### config.mk
export PLATFORM = sky130hd
export DESIGN_NAME = mul_div_unit
export DESIGN_NICKNAME = d
export VERILOG_FILES = /design/src/rtl/mips_pkg.sv /design/src/rtl/mdu_datapath.sv /design/src/rtl/mul_div_unit.sv
export SDC_FILE = /design/constraint.sdc
export NUM_CORES = 1
export LEC_CHECK = 0
export BUFFER_PORTS_ARGS = -buffer_cell sky130_fd_sc_hd__buf_2
export CAP_MARGIN = 20
export CORE_ASPECT_RATIO = 1.75
export CORE_MARGIN = 1.5
export CORE_UTILIZATION = 45
export CTS_BUF_LIST = sky130_fd_sc_hd__clkbuf_2
export DETAILED_ROUTE_END_ITERATION = 6
export GPL_TIMING_DRIVEN = 1
export SYNTH_ARGS = -nofsm -noshare
export SYNTH_HDL_FRONTEND = slang
export SYNTH_SLANG_ARGS = --single-unit
### constraint.sdc
create_clock -name clk -period 10.73 [get_ports clk]
set_clock_uncertainty 0.15 [all_clocks]
set_input_delay 2.146 -clock clk [delete_from_list [all_inputs] [get_ports clk]]
set_output_delay 2.146 -clock clk [all_outputs]
set_load 0.02 [all_outputs]
### src/rtl/mips_pkg.sv
// Shared MIPS definitions: R-type funct codes used by the ALU control decoder
// and by the multiply/divide unit.
package mips_pkg;

   localparam logic [5:0] FUNCT_MFHI  = 6'b010000;
   localparam logic [5:0] FUNCT_MTHI  = 6'b010001;
   localparam logic [5:0] FUNCT_MFLO  = 6'b010010;
   localparam logic [5:0] FUNCT_MTLO  = 6'b010011;
   localparam logic [5:0] FUNCT_MULT  = 6'b011000;
   localparam logic [5:0] FUNCT_MULTU = 6'b011001;
   localparam logic [5:0] FUNCT_DIV   = 6'b011010;
   localparam logic [5:0] FUNCT_DIVU  = 6'b011011;

endpackage

### src/rtl/mdu_datapath.sv
// Combinational single-iteration step for the multiply/divide unit plus the
// final sign correction applied to the magnitude result.
module mdu_datapath #(
   parameter int WIDTH = 32
) (
   input  logic               isDiv_i,
   input  logic               negHi_i,
   input  logic               negLo_i,
   input  logic [2*WIDTH-1:0] acc_i,
   input  logic [WIDTH-1:0]   opMag_i,
   output logic [2*WIDTH-1:0] accStep_o,
   output logic [WIDTH-1:0]   hiFix_o,
   output logic [WIDTH-1:0]   loFix_o
);

   logic [WIDTH:0]     mulSum;
   logic [WIDTH:0]     trial;
   logic [WIDTH-1:0]   diff;
   logic               ge;
   logic [2*WIDTH-1:0] prodFix;

   // Multiply: acc = {partial, multiplier}, add on LSB then shift right.
   // Divide:   acc = {remainder, dividend/quotient}, shift left and restore.
   always_comb begin
      mulSum = {1'b0, acc_i[2*WIDTH-1:WIDTH]} + (acc_i[0] ? {1'b0, opMag_i} : '0);
      trial  = {acc_i[2*WIDTH-1:WIDTH], acc_i[WIDTH-1]};
      ge     = (trial >= {1'b0, opMag_i});
      diff   = trial[WIDTH-1:0] - opMag_i;
      if (isDiv_i) begin
         accStep_o = {(ge ? diff : trial[WIDTH-1:0]), acc_i[WIDTH-2:0], ge};
      end else begin
         accStep_o = {mulSum, acc_i[WIDTH-1:1]};
      end
   end

   // For multiply the whole double-width product is negated as one value.
   always_comb begin
      prodFix = negLo_i ? -acc_i : acc_i;
      if (isDiv_i) begin
         hiFix_o = negHi_i ? -acc_i[2*WIDTH-1:WIDTH] : acc_i[2*WIDTH-1:WIDTH];
         loFix_o = negLo_i ? -acc_i[WIDTH-1:0] : acc_i[WIDTH-1:0];
      end else begin
         hiFix_o = prodFix[2*WIDTH-1:WIDTH];
         loFix_o = prodFix[WIDTH-1:0];
      end
   end

endmodule

### src/rtl/mul_div_unit.sv
// Iterative multiply/divide unit owning HI/LO: one bit per cycle, a sign-fix
// cycle, and a busy/done handshake for the hazard unit.
module mul_div_unit
   import mips_pkg::*;
#(
   parameter  int WIDTH = 32,
   localparam int CNT_W = $clog2(WIDTH)
) (
   input  logic             clk,
   input  logic             rst_n,
   input  logic             start,
   input  logic [5:0]       funct,
   input  logic [WIDTH-1:0] op_a,
   input  logic [WIDTH-1:0] op_b,
   input  logic             cancel,
   output logic             busy,
   output logic             done,
   output logic             div_by_zero,
   output logic [WIDTH-1:0] hi,
   output logic [WIDTH-1:0] lo
);

   typedef enum logic [1:0] {IDLE, MUL, DIV, FIX} mdu_state_t;

   mdu_state_t         state_q;
   logic [CNT_W-1:0]   cnt_q;
   logic [2*WIDTH-1:0] acc_q;
   logic [WIDTH-1:0]   opMag_q;
   logic               isDiv_q, negHi_q, negLo_q, dbzPend_q;
   logic               busy_q, done_q, dbz_q;
   logic [WIDTH-1:0]   hi_q, lo_q;

   logic               signedOp, aNeg, bNeg, bZero;
   logic [WIDTH-1:0]   aMag, bMag;
   logic [2*WIDTH-1:0] accStep_d;
   logic [WIDTH-1:0]   hiFix_d, loFix_d;

   always_comb begin
      signedOp = (funct == FUNCT_MULT) || (funct == FUNCT_DIV);
      aNeg     = signedOp & op_a[WIDTH-1];
      bNeg     = signedOp & op_b[WIDTH-1];
      aMag     = aNeg ? -op_a : op_a;
      bMag     = bNeg ? -op_b : op_b;
      bZero    = (op_b == '0);
   end

   mdu_datapath #(.WIDTH(WIDTH)) uDatapath (
      .isDiv_i   (isDiv_q),
      .negHi_i   (negHi_q),
      .negLo_i   (negLo_q),
      .acc_i     (acc_q),
      .opMag_i   (opMag_q),
      .accStep_o (accStep_d),
      .hiFix_o   (hiFix_d),
      .loFix_o   (loFix_d)
   );

   // Quotient keeps its all-ones magnitude on divide by zero, so its sign
   // flag is suppressed there; the remainder still follows the dividend.
   always_ff @(posedge clk or negedge rst_n) begin
      if (!rst_n) begin
         state_q   <= IDLE;
         cnt_q     <= '0;
         acc_q     <= '0;
         opMag_q   <= '0;
         isDiv_q   <= 1'b0;
         negHi_q   <= 1'b0;
         negLo_q   <= 1'b0;
         dbzPend_q <= 1'b0;
         busy_q    <= 1'b0;
         done_q    <= 1'b0;
         dbz_q     <= 1'b0;
         hi_q      <= '0;
         lo_q      <= '0;
      end else begin
         done_q <= 1'b0;
         case (state_q)
            IDLE: begin
               if (start) begin
                  case (funct)
                     FUNCT_MULT, FUNCT_MULTU: begin
                        acc_q     <= {{WIDTH{1'b0}}, bMag};
                        opMag_q   <= aMag;
                        isDiv_q   <= 1'b0;
                        negHi_q   <= aNeg ^ bNeg;
                        negLo_q   <= aNeg ^ bNeg;
                        dbzPend_q <= 1'b0;
                        dbz_q     <= 1'b0;
                        cnt_q     <= '0;
                        busy_q    <= 1'b1;
                        state_q   <= MUL;
                     end
                     FUNCT_DIV, FUNCT_DIVU: begin
                        acc_q     <= {{WIDTH{1'b0}}, aMag};
                        opMag_q   <= bMag;
                        isDiv_q   <= 1'b1;
                        negHi_q   <= aNeg;
                        negLo_q   <= (aNeg ^ bNeg) & ~bZero;
                        dbzPend_q <= bZero;
                        dbz_q     <= 1'b0;
                        cnt_q     <= '0;
                        busy_q    <= 1'b1;
                        state_q   <= DIV;
                     end
                     FUNCT_MTHI: hi_q <= op_a;
                     FUNCT_MTLO: lo_q <= op_a;
                     default: ;
                  endcase
               end
            end
            MUL, DIV: begin
               if (cancel) begin
                  busy_q  <= 1'b0;
                  dbz_q   <= 1'b0;
                  cnt_q   <= '0;
                  state_q <= IDLE;
               end else begin
                  acc_q <= accStep_d;
                  if (cnt_q == CNT_W'(WIDTH - 1)) begin
                     cnt_q   <= '0;
                     state_q <= FIX;
                  end else begin
                     cnt_q <= cnt_q + CNT_W'(1);
                  end
               end
            end
            FIX: begin
               if (cancel) begin
                  dbz_q <= 1'b0;
               end else begin
                  hi_q   <= hiFix_d;
                  lo_q   <= loFix_d;
                  done_q <= 1'b1;
                  dbz_q  <= dbzPend_q;
               end
               busy_q  <= 1'b0;
               state_q <= IDLE;
            end
            default: state_q <= IDLE;
         endcase
      end
   end

   assign busy        = busy_q;
   assign done        = done_q;
   assign div_by_zero = dbz_q;
   assign hi          = hi_q;
   assign lo          = lo_q;

endmodule

==> results of run 1 <==
==> worst max-delay path, stage by stage (launching register included) <==
cell and delay, ns:
dfrtp_1 0.60, inv_1 0.13, buf_4 0.38, nor2_1 0.12
ha_1 0.37, o211ai_1 0.14, o211ai_1 0.48, a41oi_1 0.26
o31ai_1 0.64, a31oi_1 0.34, o21ai_1 0.41, a31o_2 0.27
a31oi_1 0.11, xor2_1 0.27, o221ai_1 0.17
==> placed cells by master, fill, tap and decap left out, types with 8 or more instances in the layout <==
| master | synthesis | final |
|---|---|---|
| a22o_1 | 9 | 9 |
| nor2b_1 | 21 | 20 |
| buf_4 | 3 | 20 |
| or4_1 | 8 | 8 |
| buf_2 | 7 | 139 |
| o41ai_1 | 15 | 15 |
| o21ai_0 | 200 | 200 |
| or3_1 | 14 | 14 |
| nor4_1 | 20 | 20 |
| nor2_1 | 228 | 226 |
| xor2_1 | 77 | 77 |
| nand3_1 | 27 | 26 |
| mux2_2 | 22 | 22 |
| a31oi_1 | 12 | 12 |
| nor3b_1 | 13 | 13 |
| o211ai_1 | 11 | 11 |
| a21oi_1 | 190 | 189 |
| and3_1 | 8 | 8 |
| nand4_1 | 14 | 14 |
| a22oi_1 | 20 | 20 |
| inv_1 | 63 | 63 |
| o31ai_1 | 21 | 21 |
| nand2_1 | 205 | 204 |
| xnor2_1 | 96 | 96 |
| ha_1 | 72 | 71 |
| nor3_1 | 39 | 39 |
| a21o_1 | 52 | 51 |
| clkbuf_2 | 1 | 17 |
| o21bai_1 | 8 | 8 |
| a221o_1 | 10 | 10 |
| a211o_1 | 8 | 8 |
| dfrtp_1 | 174 | 173 |
| a211oi_1 | 49 | 49 |
| nand2b_1 | 36 | 35 |
| and2_1 | 14 | 14 |
| a221oi_1 | 9 | 9 |
| mux2i_1 | 43 | 43 |
==> state kept, by name (all words and copies together) (netlist names) <==
| signal | flops |
|---|---|
| opMag_q | 32 |
| div_by_zero | 1 |
| hi | 32 |
| acc_q | 64 |
| busy | 1 |
| lo | 32 |
| isDiv_q | 1 |
| state_q | 2 |
| negHi_q | 1 |
| negLo_q | 1 |
| cnt_q | 5 |
| dbzPend_q | 1 |
| done | 1 |
==> cells by family after synthesis <==
family	Yosys count
simple gates	671
compound gates	657
buf+inv	201
flops	174
xor+xnor	173
fa+ha+maj	74
mux	65
==> metrics by stage <==
stage	area, um^2	total power, mW	util [%]
floorplan	15500	3.80	-
global placement	16400	4.90	48.4
detailed placement	16400	4.93	48.4
CTS	16700	5.34	49.2
global route	16700	5.77	49.3
finish	16700	5.38	49.3
==> cells in the mapped netlist, types with 20 or more instances <==
library cell / number
nand3_1: 27
nand2b_1: 36
o21ai_0: 200
nor3_1: 39
nor4_1: 20
mux2_2: 22
xor2_1: 77
a21o_1: 52
mux2i_1: 43
nor2_1: 228
dfrtp_1: 174
a211oi_1: 49
a21oi_1: 190
o31ai_1: 21
ha_1: 72
nand2_1: 205
nor2b_1: 21
inv_1: 63
clkbuf_1: 115
xnor2_1: 96
a22oi_1: 20
==> worst paths after layout <==
path,endpoint,slack [ns]
max,acc_q[56]$_DFFE_PN0P_,5.74
min,cnt_q[3]$_DFFE_PN0P_,0.34
max reg2reg,acc_q[56]$_DFFE_PN0P_,5.74
min reg2reg,cnt_q[3]$_DFFE_PN0P_,0.34
max in group asynchronous,hi[31]$_DFFE_PN0P_,7.43
min in group asynchronous,acc_q[17]$_DFFE_PN0P_,0.94
==> power by group through the flow <==
stage | registers, mW | logic [mW] | clock network [mW]
global route | 1.38 | 3.95 | 0.434
finish | 1.35 | 3.62 | 0.401
floorplan | 1.28 | 2.52 | 0
CTS | 1.34 | 3.59 | 0.410
detailed placement | 1.36 | 3.58 | 0
global placement | 1.35 | 3.54 | 0
==> per-layer routing <==
layer  vias to the layer above  share of wire [%]  GRT usage (%)
met2                       611                 50           61.4
met1                      7547                 35           37.3
met4                         0                9.6           28.6
met3                       231                5.0           5.38
met5                         -                  0              0
li1                       7278                  -              -
==> final cells by class <==
class / count / area (um^2)
multi-input cells: 1640 / 10400
well taps: 455 / 569
inverters: 63 / 236
fillers: 3517 / 17200
clock buffers: 17 / 85.1
diodes: 1 / 2.50
clock inverters: 15 / 186
repair buffers: 160 / 857
flip-flops and latches: 174 / 4360
==> results.yml, run 1 <==
status:
  status: "completed"
clock_network:
  post_cts_resized: 0
  clock_sinks: 174
  cts_buffer_depth: 2
  numCtsBuffers: 17
  clock_latency_ns: 0.94
  cts_setup_buffers: 0
  cts_tree: "yes"
  clock-root-buffer: "clkbuf_2"
  clkTransAtPathRegs_ns: 0.35
  cts-htree-levels: 4
  holdBufCountCts: 0
logic_synthesis:
  synthAdderAreaFrac_pct: 6.06
  yosys_warnings: 0
  synth_edf_count: 0
  muxShareOfSynthArea_pct: 4.37
  ys_seq_area_share_pct: 28.0
  syn-mean-instance-area_um2: 7.71
  synth-compound-area-share_pct: 26.3
  yosys-top-cells-area: "dfrtp_1 28%, o21ai_0 6.4%, a21oi_1 6.1%"
  syn_nets: 2163
  synthArstFlopShare_pct: 100
  syn_area_um2: 15500
  synth_top_cell_by_area: "dfrtp_1"
  synth_top_area_share_pct: 28.0
  synthCells: 2015
  synth_seq_cells: 174
  synth_xor_area_share_pct: 9.76
  synth-simple-area-share_pct: 20.2
  synth_top_family_by_area: "compound AO/OA/AOI/OAI gates"
  ys_types: 81
  ys.flop_type: "dfrtp_1"
critical_path:
  cp-start-kind: "flop"
  reg2regPathDepth: 14
  reg2reg_from: "acc_q[0]$_DFFE_PN0P_"
  cp-end-kind: "flop"
  crit_start: "acc_q[0]$_DFFE_PN0P_"
  crit_fanout: 31
  timing_worst_setup_path_type: "reg -> reg"
  critPathArrivalTime_ns: 5.63
  crit_required_ns: 11.37
global_route:
  grt_start_max_net_pins: 84
  overflow: 0
  grt_pass1_wl_um: 93200
  grt_usage_pct: 35.4
  antenna_found_initial: 1
  grt_pass1_vias: 15429
drt:
  ant_nets: 0
  via_per_inst: 6.20
  drt-initial-drc-count: 1054
  avgRoutedWirePerCell_um: 24.7
  wirelength_um: 62400
  vias: 15667
  dr.pass1.iters: 7
  drc: 0
pwr:
  p_leak_nw: 7.56
  p_per_area_nw_per_um2: 322
  power_switching_mw: 3.04
  ir_worst_vdd_mv: 0.167
  p_int_mw: 2.33
  seq_power_share_pct: 25.2
  p_clk_share_pct: 7.5
  p_comb_share_pct: 67.3
  switching_share_pct: 56.6
floorplan:
  floorplan.initialDensity_pct: 45.9
  rows: 89
  fp.dieW_um: 143
  die-area_um2: 35700
  die_h_um: 249
  ios: 141
  core_um2: 33900
sta:
  fin_setup_tns_ns: 0
  final_max_slew_viol_count: 0
  rsz0062_at_grt: "no"
  worst_slack_ns: 5.74
  fin_crit_sh_pct: 46.5
  min_period_ns: 4.99
  timing.slew.headroom_pct: 28.8
  worstMarginPinSlew_ns: 1.06
  fmax_ghz: 0.200
  setup_viol: 0
  whs_ns: 0.338
  hold_viol: 0
finish:
  final_layout_size_suffix_gt1_share_pct: 11.9
  syn2layout_area_growth_pct: 7.45
  final_cells: 2525
  final_nets: 2204
placement:
  port_buffers: 140
  dp.cells: 2491
  gp_congestion: 0.969
  post-place-ws_ns: 4.86
  hpwl_um: 48500
hold_path:
  hold_path_startpoint: "cnt_q[3]$_DFFE_PN0P_"
  min_path_cells: 1
  hold_path_class: "reg -> reg"
run:
  cap_violations: 0
Note: power is estimated with default switching activity, not from simulation.
==> run 2: changes to the inputs <==
--- a/config.mk
+++ b/config.mk
@@ -13,6 +13,7 @@
 export CTS_BUF_LIST = sky130_fd_sc_hd__clkbuf_2
 export DETAILED_ROUTE_END_ITERATION = 6
 export GPL_TIMING_DRIVEN = 1
+export PLACE_DENSITY = 0.66
 export SYNTH_ARGS = -nofsm -noshare
 export SYNTH_HDL_FRONTEND = slang
 export SYNTH_SLANG_ARGS = --single-unit
==> constraint.sdc (replaced) <==
create_clock -name clk -period 4.4 [get_ports clk]
set_clock_uncertainty 0.15 [all_clocks]
set_input_delay 0.88 -clock clk [delete_from_list [all_inputs] [get_ports clk]]
set_output_delay 0.88 -clock clk [all_outputs]
set_load 0.02 [all_outputs]
==> run 2 against run 1 <==
Against the previous run: first-iteration DRC count rose by 11%; critical path type unchanged; clock-buffer cell count did not move; critical path depth shrank 2; via count increased by 2.1%.
==> results.yml, run 2 (synthesis gave the netlist of run 1 again) <==
sta:
  worstMarginPinSlew_ns: 0.994
  fin_setup_tns_ns: 0
  hold_viol: 0
  timing.slew.headroom_pct: 33.5
  rsz0062_at_grt: "no"
  setup_viol: 0
  fmax_ghz: 0.248
  min_period_ns: 4.03
  final_max_slew_viol_count: 0
  fin_crit_sh_pct: 91.5
placement:
  hpwl_um: 49700
  port_buffers: 140
  gp_congestion: 1.02
  place_area_um2: 16800
drt:
  wirelength_um: 62900
  drc: 0
  via_per_inst: 6.21
  m1WireLength_um: 20800
  drt-initial-drc-count: 1166
  wl_met3_um: 3570
  avgRoutedWirePerCell_um: 24.4
  vias: 15994
  dr.pass1.iters: 7
  route.met2.wl_um: 31400
  top_layer_used: "met5"
  ant_nets: 0
critical_path:
  crit_fanout: 34
  critPathArrivalTime_ns: 4.70
  r2r-end: "acc_q[49]$_DFFE_PN0P_"
  cp-start-kind: "flop"
  cp-endpoint: "acc_q[49]$_DFFE_PN0P_"
  timing_worst_setup_path_type: "reg -> reg"
  r2r_slack_ns: 0.37
  cp-end-kind: "flop"
  reg2regPathDepth: 12
  crit_required_ns: 5.07
  reg2reg_from: "opMag_q[1]$_DFFE_PN0P_"
  crit_start: "opMag_q[1]$_DFFE_PN0P_"
floorplan:
  core_um2: 33900
  die_h_um: 249
  rows: 89
  die-area_um2: 35700
  ios: 141
  fp.dieW_um: 143
  floorplan.initialDensity_pct: 45.9
clock_network:
  clock_latency_ns: 0.91
  clkTransAtPathRegs_ns: 0.34
  cts_buffer_depth: 2
  cts_tree: "yes"
  cts-htree-levels: 4
  clock_sinks: 174
  clock-root-buffer: "clkbuf_2"
  numCtsBuffers: 17
finish:
  final_layout_size_suffix_gt1_share_pct: 13.9
  final_area_um2: 17100
  final_nets: 2252
  utilization_pct: 50.6
  largest_reg_flops: 64
  nFillCells: 3500
  syn2layout_area_growth_pct: 10.3
  largest_register: "acc_q"
  final_common_cell: "nor2_1"
  final_cell_mix: "227 x nor2_1, 204 x nand2_1, 200 x o21ai_0, 189 x a21oi_1, 172 x dfrtp_1"
global_route:
  antenna_found_initial: 4
  grt_usage_pct: 35.5
  grt_pass1_vias: 15808
  overflow: 0
  grt_pass1_wl_um: 93300
  grt_start_max_net_pins: 83
hold_path:
  hold_path_class: "in -> reg"
pwr:
  power_mw: 13.7
  ir_worst_vdd_mv: 0.463
  p_leak_nw: 7.81
  p_per_area_nw_per_um2: 799
status:
  status: "completed"
run:
  cap_violations: 0
-- run 2: power breakdown --
part | internal [mW] | leakage, nW | switching, mW
logic | 3.48 | 5.44 | 6.27
clock network | 0.214 | 0.162 | 0.762
registers | 2.28 | 2.22 | 0.676
-- run 2: final cells by class --
cell class / count / area, um^2 / area share, %
inverter: 63 / 240 / 1.40
clock inverter: 15 / 206 / 1.21
antenna: 2 / 5.00 / 0.0292
tap: 455 / 569 / 3.33
multi-input combinational: 1640 / 10400 / 60.7
clock buffer: 17 / 85.1 / 0.497
sequential: 174 / 4360 / 25.5
timing repair buffer: 208 / 1270 / 7.42
-- run 2: critical path: stages (launching register included) --
cell and delay (ns):
dfrtp_1 0.47, inv_1 0.09, ha_1 0.35, a21oi_1 0.24, o21ai_0 0.37, a211o_1 0.39, a21oi_1 0.34, a21oi_1 0.20
a21oi_4 0.33, buf_12 0.26, nor2_1 0.09, a21oi_1 0.48, o21ai_0 0.15
-- run 2: metrics by stage --
stage / worst slack (ns) / cells / hold slack, ns
after CTS: 0.401 / 2572 / 0.0106
after global placement: 0.444 / 2539 / 0.310
after global routing: 0.109 / 2573 / 0.0140
after floorplan: 0.712 / 2015 / 0.288
after detailed placement: 0.505 / 2539 / 0.311
final: 0.373 / 2574 / 0.0529
-- run 2: how the worst min path moves through the flow --
stage / end / slack, ns / from / depth (start not counted)
global route: done$_DFF_PN0_ / 0.01 / cancel / 2
global placement: hi[9]$_DFFE_PN0P_ / 0.31 / hi[9]$_DFFE_PN0P_ / 1
CTS: done$_DFF_PN0_ / 0.01 / cancel / 2
detailed placement: lo[13]$_DFFE_PN0P_ / 0.31 / lo[13]$_DFFE_PN0P_ / 1
floorplan: cnt_q[3]$_DFFE_PN0P_ / 0.29 / cnt_q[3]$_DFFE_PN0P_ / 1
finish: done$_DFF_PN0_ / 0.05 / cancel / 2
-- run 2: what timing repair did --
item | in CTS | in global routing
buffers inserted | 0 | 0
endpoints found under the setup margin | 0 | 1
hold endpoints to repair | 48 | 0
gates resized for setup | 0 | 2
hold buffers | 1 | 0
-- run 2: metal layers --
layer	track usage, %	up-vias
met5	0	-
met4	34.0	2
met3	5.82	298
met2	61.2	703
met1	35.3	7617
li1	-	7374
